$ cat src/rtl/ram_rom_mem.sv
// Parametrised single-clock table memory: preloads a default ROM pattern after reset
// or init_req, then serves one write port and one registered read port.
// Build option: define RAM_ROM_BYPASS_EN for write-first same-address read; default is read-first.
module ram_rom_mem #(
  parameter int ADDR_WIDTH = 2,
  parameter int DATA_WIDTH = 4
) (
  input  logic                  clk,
  input  logic                  rst_n,
  input  logic                  init_req,
  input  logic                  rom_lock,
  input  logic                  wr_en,
  input  logic [ADDR_WIDTH-1:0] wr_addr,
  input  logic [DATA_WIDTH-1:0] wr_data,
  input  logic                  rd_en,
  input  logic [ADDR_WIDTH-1:0] rd_addr,
  output logic [DATA_WIDTH-1:0] rd_data,
  output logic                  rd_valid,
  output logic                  ready,
  output logic                  wr_err
);

  localparam int DEPTH = 2 ** ADDR_WIDTH;
  localparam logic [ADDR_WIDTH-1:0] LAST_ADDR = ADDR_WIDTH'(DEPTH - 1);

  typedef enum logic {
    INIT  = 1'b0,
    READY = 1'b1
  } state_t;

  state_t                  state_r;
  state_t                  state_next_s;
  logic [ADDR_WIDTH-1:0]   cnt_r;
  logic [ADDR_WIDTH-1:0]   cnt_next_s;
  logic [DATA_WIDTH-1:0]   mem_r [DEPTH];

  logic                    mem_we_s;
  logic [ADDR_WIDTH-1:0]   mem_waddr_s;
  logic [DATA_WIDTH-1:0]   mem_wdata_s;
  logic                    wr_acc_s;
  logic                    wr_rej_s;
  logic                    rd_acc_s;
  logic [DATA_WIDTH-1:0]   rd_word_s;

  logic [DATA_WIDTH-1:0]   rd_data_r;
  logic                    rd_valid_r;
  logic                    ready_r;
  logic                    wr_err_r;

  // Default pattern repeats every four entries, zero-extended to the word width.
  function automatic logic [DATA_WIDTH-1:0] default_word(input logic [ADDR_WIDTH-1:0] idx);
    logic [1:0] sel;
    sel = 2'(idx);
    case (sel)
      2'd0:    default_word = DATA_WIDTH'(4'b0100);
      2'd1:    default_word = DATA_WIDTH'(4'b1100);
      2'd2:    default_word = DATA_WIDTH'(4'b0110);
      2'd3:    default_word = DATA_WIDTH'(4'b0111);
      default: default_word = DATA_WIDTH'(4'b0000);
    endcase
  endfunction

  // Next-state, sweep counter and request acceptance; init_req in READY drops any same-cycle request.
  always_comb begin
    state_next_s = state_r;
    cnt_next_s   = cnt_r;
    mem_we_s     = 1'b0;
    mem_waddr_s  = wr_addr;
    mem_wdata_s  = wr_data;
    wr_acc_s     = 1'b0;
    wr_rej_s     = 1'b0;
    rd_acc_s     = 1'b0;
    case (state_r)
      INIT: begin
        mem_we_s    = 1'b1;
        mem_waddr_s = cnt_r;
        mem_wdata_s = default_word(cnt_r);
        if (cnt_r == LAST_ADDR) begin
          state_next_s = READY;
          cnt_next_s   = '0;
        end else begin
          cnt_next_s = cnt_r + ADDR_WIDTH'(1);
        end
      end
      READY: begin
        if (init_req) begin
          state_next_s = INIT;
          cnt_next_s   = '0;
        end else begin
          wr_acc_s = wr_en & ~rom_lock;
          wr_rej_s = wr_en & rom_lock;
          rd_acc_s = rd_en;
          mem_we_s = wr_en & ~rom_lock;
        end
      end
      default: begin
        state_next_s = INIT;
        cnt_next_s   = '0;
      end
    endcase
  end

  // Read word selection; only an accepted write is ever forwarded.
  always_comb begin
    rd_word_s = mem_r[rd_addr];
`ifdef RAM_ROM_BYPASS_EN
    if (wr_acc_s && (wr_addr == rd_addr)) begin
      rd_word_s = wr_data;
    end else begin
      rd_word_s = mem_r[rd_addr];
    end
`endif
  end

  // Storage array; contents are rebuilt by the sweep rather than reset.
  always_ff @(posedge clk) begin
    if (mem_we_s) begin
      mem_r[mem_waddr_s] <= mem_wdata_s;
    end
  end

  // Control state and registered outputs.
  always_ff @(posedge clk or negedge rst_n) begin
    if (!rst_n) begin
      state_r    <= INIT;
      cnt_r      <= '0;
      rd_data_r  <= '0;
      rd_valid_r <= 1'b0;
      ready_r    <= 1'b0;
      wr_err_r   <= 1'b0;
    end else begin
      state_r    <= state_next_s;
      cnt_r      <= cnt_next_s;
      rd_valid_r <= rd_acc_s;
      ready_r    <= (state_next_s == READY);
      wr_err_r   <= wr_rej_s;
      if (rd_acc_s) begin
        rd_data_r <= rd_word_s;
      end
    end
  end

  assign rd_data  = rd_data_r;
  assign rd_valid = rd_valid_r;
  assign ready    = ready_r;
  assign wr_err   = wr_err_r;

endmodule

$ cat config.mk
export PLATFORM = sky130hd
export DESIGN_NAME = ram_rom_mem
export DESIGN_NICKNAME = d
export VERILOG_FILES = /design/src/rtl/ram_rom_mem.sv
export SDC_FILE = /design/constraint.sdc
export NUM_CORES = 1
export LEC_CHECK = 0
export ABC_CLOCK_PERIOD_IN_PS = 2000
export BUFFER_PORTS_ARGS = -buffer_cell sky130_fd_sc_hd__buf_2
export CAP_MARGIN = 20
export CORE_ASPECT_RATIO = 0.75
export CORE_MARGIN = 2
export CORE_UTILIZATION = 40
export DETAILED_ROUTE_END_ITERATION = 10
export GPL_TIMING_DRIVEN = 1
export PLACE_DENSITY = 0.57
export SLEW_MARGIN = 20
export SYNTH_ARGS = -nofsm -noshare
export SYNTH_HDL_FRONTEND = slang
export SYNTH_SLANG_ARGS = --single-unit
$ cat constraint.sdc
create_clock -name clk -period 2 [get_ports clk]
set_input_delay 0.2 -clock clk [delete_from_list [all_inputs] [get_ports clk]]
set_output_delay 0.2 -clock clk [all_outputs]
set_load 0.03 [all_outputs]
==> flow_summary.json, run 1 <==
{
  "run_status": "finished clean",
  "tns_ns": 0,
  "routabilityCongestion": 0.702,
  "cts_buffers": 3,
  "first_iter_violations": 17,
  "cts_htree_levels": 1,
  "drive_above_1_share_pct": 32.2,
  "clkTransAtPathRegs_ns": 0.13,
  "cts_sinks": 25,
  "slowest_delay_ns": 0.72,
  "period_needed_ns": 1.62,
  "wl_um": 1790,
  "netlist.area_leader.share_pct": 44.8,
  "crit_type": "reg2reg",
  "synth_seq_area_share_pct": 65.8,
  "ant_nets": 0,
  "max-clock-path-buffers": 2,
  "cpMaxStageDelayCell": "dfrtp_1",
  "drc_errors": 0,
  "critPathArrivalTime_ns": 1.62,
  "ios": 21,
  "grt_setup_unrepaired": "false",
  "areaGrowthSynthToFinish_pct": 16.1,
  "synth_common_cells": "16 x edfxtp_1, 9 x dfrtp_1, 7 x nor2_1",
  "post_cts_buffers": 0,
  "cap_violations": 0,
  "crit_path_start_kind": "register",
  "antenna_found_initial": 0,
  "whs_ns": 0.128,
  "cts.repair.resized": 0,
  "dp_hpwl_um": 1360,
  "path_cells": "nand2_1 > o21a_1 > nor2_1",
  "synth_ff_type": "edfxtp_1",
  "leakagePower_nw": 0.517,
  "vias": 618,
  "grt_pass1_wl_um": 2900,
  "grt_max_degree": 21,
  "cts_tree": "built",
  "start_util_pct": 41.5,
  "ys_types": 20,
  "synth-edff-count": 16,
  "power_mw": 1.73,
  "antenna_cells": 0,
  "ys_ff_latch": 25,
  "slew_violations": 0,
  "drtPass1Iterations": 4,
  "postCtsHoldBufs": 1,
  "clock.fmax_mhz": 618,
  "tightest_slew_ns": 0.556,
  "root_buffer": "clkbuf_4",
  "avgSynthCellArea_um2": 16.0,
  "grtUsageTotal_pct": 12.9,
  "synth_top_cell_by_area": "edfxtp_1",
  "avgRoutedWirePerCell_um": 14.2,
  "fin_nets": 108,
  "synth_nets": 84,
  "fin_skew_ns": 0.00664,
  "io_buffers": 20,
  "die_h_um": 48.8,
  "cp_top_family": "flip-flops",
  "via_per_inst": 4.90,
  "hold_viol": 0,
  "slew_headroom_pct": 62.5,
  "ir_drop_v": 0.000544,
  "setup_viol": 0,
  "rows": 16,
  "yosys-top-cells-area": "edfxtp_1 45%, dfrtp_1 21%, mux4_1 9.8%",
  "end_kind": "register",
  "powerDensity_mw_per_mm2": 1390,
  "hold_path_class": "in2reg",
  "grt_pass1_vias": 593,
  "clk_latency_ns": 0.31,
  "yosysMostFrequentCell": "edfxtp_1",
  "synth_area_mm2": 0.00107,
  "die-area_mm2": 0.00312,
  "cp_num_buf_inv": 0,
  "fillCellCount": 238,
  "synthArstFlopShare_pct": 36.0,
  "yosysWarnings": 0,
  "grt_overflow": 0,
  "cp.required_ns": 2.00,
  "coreArea_mm2": 0.00258,
  "synthCells": 67,
  "crit_path_max_fanout": 20,
  "die_x_um": 63.8,
  "period_share_pct": 80.9
}
layout make-up:
class / instances / area (µm²) / share of cell area (%)
Sequential cell: 25 / 706 / 56.7
Multi-Input combinational cell: 37 / 347 / 27.8
Timing Repair Buffer: 21 / 110 / 8.84
Tap cell: 36 / 45.0 / 3.62
Clock buffer: 4 / 26.3 / 2.11
Inverter: 3 / 11.3 / 0.905
worst register-to-register path, cell delays in order, from the launching register on:
cell	delay (ns)
dfrtp_1	0.72
nand2_1	0.14
o21a_1	0.15
nor2_1	0.30
power breakdown:
group | switching, mW | internal (mW) | leakage [nW]
combinational | 0.348 | 0.227 | 0.244
sequential | 0.125 | 0.816 | 0.259
clock | 0.138 | 0.0779 | 0.0150
total | 0.611 | 1.12 | 0.517
through the flow:
| stage | setup WS [ns] | area, µm² | util (%) | cells |
|---|---|---|---|---|
| 3_5_place_dp | 0.393 | 1210 | 46.8 | 121 |
| 2_1_floorplan | 0.328 | 1070 | - | 67 |
| 5_1_grt | 0.254 | 1240 | 48.2 | 126 |
| 4_1_cts | 0.385 | 1240 | 48.2 | 126 |
| 3_3_place_gp | 0.464 | 1210 | 46.8 | 121 |
| 6_report | 0.381 | 1240 | 48.2 | 126 |
logic make-up after synthesis:
logic type,Yosys count,synth area share (%)
AOI/OAI and AO/OA,7,3.62
adders and majority gates,3,3.50
buffers and inverters,5,1.87
DFF,25,65.8
muxes,11,17.0
and+or+nand+nor,16,8.17
state kept, by name, indices dropped and copies added (netlist names):
name      count
mem_r        16
cnt_r         2
rd_valid      1
ready         1
rd_data       4
wr_err        1
placed cells by master (no fill, tap or decap):
| cell | n |
|---|---|
| dfrtp_1 | 9 |
| nor4bb_1 | 1 |
| and4b_1 | 1 |
| o21a_1 | 1 |
| mux2_2 | 6 |
| mux4_1 | 4 |
| clkbuf_1 | 1 |
| nand3b_1 | 2 |
| ha_1 | 3 |
| nand2b_1 | 1 |
| dlygate4sd3_1 | 1 |
| o21ai_0 | 3 |
| o22ai_1 | 1 |
| mux2i_1 | 1 |
| clkbuf_4 | 3 |
| buf_2 | 20 |
| nand2_1 | 3 |
| edfxtp_1 | 16 |
| a21oi_1 | 2 |
| nor2_1 | 7 |
| nor4b_1 | 1 |
| inv_1 | 3 |
layer usage:
layer	vias up	wire, µm	global-route usage (%)
li1	299	-	-
met4	0	13	3.26
met5	-	0	0
met3	2	88	4.85
met2	15	850	21.0
met1	302	842	16.2
worst paths after layout:
kind,depth (start not counted),start,slack (ns),end
hold reg to reg,1,rd_data[1],0.51,rd_data[1]
hold / removal,2,init_req,0.13,ready
max in group asynchronous,2,rst_n,1.56,rd_data[1]
setup reg to reg,3,ready,0.38,mem_r[1][0]
min in group asynchronous,2,rst_n,0.25,ready
setup / recovery,3,ready,0.38,mem_r[1][0]
No activity file was read; power rests on OpenSTA's default activity.
==> run 2, diff against run 1 <==
--- a/config.mk
+++ b/config.mk
@@ -5,7 +5,7 @@
 export SDC_FILE = /design/constraint.sdc
 export NUM_CORES = 1
 export LEC_CHECK = 0
-export ABC_CLOCK_PERIOD_IN_PS = 2000
+export ABC_CLOCK_PERIOD_IN_PS = 1600
 export BUFFER_PORTS_ARGS = -buffer_cell sky130_fd_sc_hd__buf_2
 export CAP_MARGIN = 20
 export CORE_ASPECT_RATIO = 0.75
==> constraint.sdc (replaced) <==
create_clock -name clk -period 1.6 [get_ports clk]
set_input_delay 0.16 -clock clk [delete_from_list [all_inputs] [get_ports clk]]
set_output_delay 0.16 -clock clk [all_outputs]
set_load 0.03 [all_outputs]
==> run 2 against run 1 <==
Net effect:
- register-to-register slack worse by 0.18 ns
- sequential share of layout area fell by 1.1 points
- critical path depth did not move
- total power is 28% higher
- wire length shrank 8.5%
==> flow_summary.json, run 2 (same netlist as run 1, synthesis figures left out) <==
{
  "dp_cells": 124,
  "dp_hpwl_um": 1310,
  "post_cts_buffers": 0,
  "run_status": "finished clean",
  "seqPwrFrac_pct": 52.4,
  "drtPass1Iterations": 4,
  "coreArea_mm2": 0.00258,
  "r2r_end": "mem_r[1][2]",
  "final_cell_mix": "20 x buf_2, 16 x edfxtp_1, 8 x dfrtp_1",
  "power_mw": 2.21,
  "via_per_inst": 4.73,
  "crit_path_max_fanout": 16,
  "whs_ns": 0.0990,
  "fin_skew_ns": 0.0107,
  "drc_errors": 0,
  "grt_overflow": 0,
  "slew_violations": 0,
  "cts_sinks": 25,
  "crit_type": "reg2reg",
  "cts_tree": "built",
  "pre_cts_ws_ns": 0.0607,
  "clk_latency_ns": 0.31,
  "avgRoutedWirePerCell_um": 12.7,
  "period_share_pct": 87.6,
  "slew_headroom_pct": 75.6,
  "cpMaxStageDelayCell": "dfrtp_2",
  "cp.required_ns": 1.59,
  "switching_share_pct": 34.5,
  "rows": 16,
  "ir_drop_v": 0.000698,
  "wl_um": 1640,
  "largest_reg_flops": 16,
  "cp_num_buf_inv": 0,
  "start_util_pct": 41.5,
  "intPower_mw": 1.45,
  "clock.fmax_mhz": 714,
  "path_cells": "nand2_1 > o21a_1 > nor2_1",
  "cap_violations": 0,
  "ios": 21,
  "fin_nets": 111,
  "max-clock-path-buffers": 2,
  "tns_ns": 0,
  "whs_endpoint": "cnt_r[1]",
  "route.met3.wl_um": 103,
  "grtUsageTotal_pct": 12.6,
  "largest-register": "mem_r",
  "drive_above_1_share_pct": 36.6,
  "cp_top_family": "flip-flops",
  "final_common_cell": "buf_2",
  "crit_path_start_kind": "register",
  "r2r_cells": 3,
  "rrSetupSlack_ns": 0.20,
  "hold_path_class": "in2reg",
  "hold_viol": 0,
  "comb_power_share_pct": 35.3,
  "antenna_cells": 0,
  "vias": 610,
  "leakagePower_nw": 0.530,
  "fillCellCount": 221,
  "highest_layer": "met4",
  "wl_met1_um": 759,
  "worst_r2r_startpoint": "ready",
  "min_from": "init_req",
  "die_h_um": 48.8,
  "whs_path_depth": 2,
  "powerDensity_mw_per_mm2": 1740,
  "die_x_um": 63.8,
  "end_kind": "register",
  "slowest_delay_ns": 0.53,
  "power_frac_clock_pct": 12.3,
  "io_buffers": 20,
  "first_iter_violations": 22,
  "fin_ws_ns": 0.199,
  "period_needed_ns": 1.40,
  "grt_setup_unrepaired": "false",
  "grt_pass1_wl_um": 2850,
  "wl_met2_um": 753,
  "die-area_mm2": 0.00312,
  "routabilityCongestion": 0.712,
  "tightest_slew_ns": 0.364,
  "critPathArrivalTime_ns": 1.39,
  "cts_htree_levels": 1,
  "instances_no_fill": 129,
  "ant_nets": 0,
  "root_buffer": "clkbuf_4",
  "areaGrowthSynthToFinish_pct": 18.7,
  "clkTransAtPathRegs_ns": 0.12,
  "grt_max_degree": 17,
  "cts_buffers": 3,
  "setup_viol": 0,
  "antenna_found_initial": 0,
  "p_sw_uw": 764,
  "grt_pass1_vias": 604
}
==> run 2: changes by cell type in the layout (fill, tap and decap cells not counted) <==
cell,delta
buf_4,+3
clkinvlp_4,+1
dfrtp_1,-1
clkbuf_1,-1
dfrtp_2,+1
==> run 2: timing repair <==
| item | 4_1_cts | 5_1_grt |
|---|---|---|
| endpoints found under the hold margin | 9 | 0 |
| setup endpoints to repair | 0 | 11 |
| gates resized for setup | 0 | 1 |
| hold buffers | 1 | 0 |
==> run 2: cell type report <==
| type | instances | area (µm²) | area share (%) |
|---|---|---|---|
| multi-input cells | 37 | 347 | 27.2 |
| repair buffers | 24 | 133 | 10.4 |
| clock inverters | 1 | 7.51 | 0.590 |
| well taps | 36 | 45.0 | 3.54 |
| clock buffers | 3 | 22.5 | 1.77 |
| flip-flops and latches | 25 | 707 | 55.6 |
| inverters | 3 | 11.3 | 0.885 |
==> run 2: power by group through the flow <==
stage | clock network (mW) | registers, mW | logic (mW)
finish | 0.272 | 1.16 | 0.781
global route | 0.326 | 1.20 | 0.867
CTS | 0.286 | 1.16 | 0.799
detailed placement | 0 | 1.18 | 0.792
global placement | 0 | 1.17 | 0.782
floorplan | 0 | 1.24 | 0.452
==> run 2: per-stage QoR <==
step	util, %	instance area, µm²
after floorplan	-	1070
after global placement	47.7	1230
after detailed placement	47.7	1230
after CTS	49.2	1270
after global routing	49.3	1270
final	49.3	1270
==> run 2: worst max-delay path by stage <==
stage / from / end / slack [ns] / depth (start not counted)
floorplan: ready / mem_r[1][0] / 0.03 / 4
global placement: ready / mem_r[1][2] / 0.08 / 3
detailed placement: ready / mem_r[1][0] / 0.06 / 3
CTS: ready / mem_r[1][2] / 0.04 / 3
global route: ready / mem_r[1][3] / 0.1 / 3
finish: ready / mem_r[1][2] / 0.20 / 3
==> run 2: worst register-to-register path: stages, from the launching register on <==
cell and delay [ns]:
dfrtp_2 0.53, nand2_1 0.10, o21a_1 0.13, nor2_1 0.31
==> run 2: per-layer routing <==
metal  vias up  global-route usage [%]
li1        306                       -
met1       283                    16.2
met2        19                    19.3
met3         2                    5.08
met4         0                    4.35
met5         -                       0
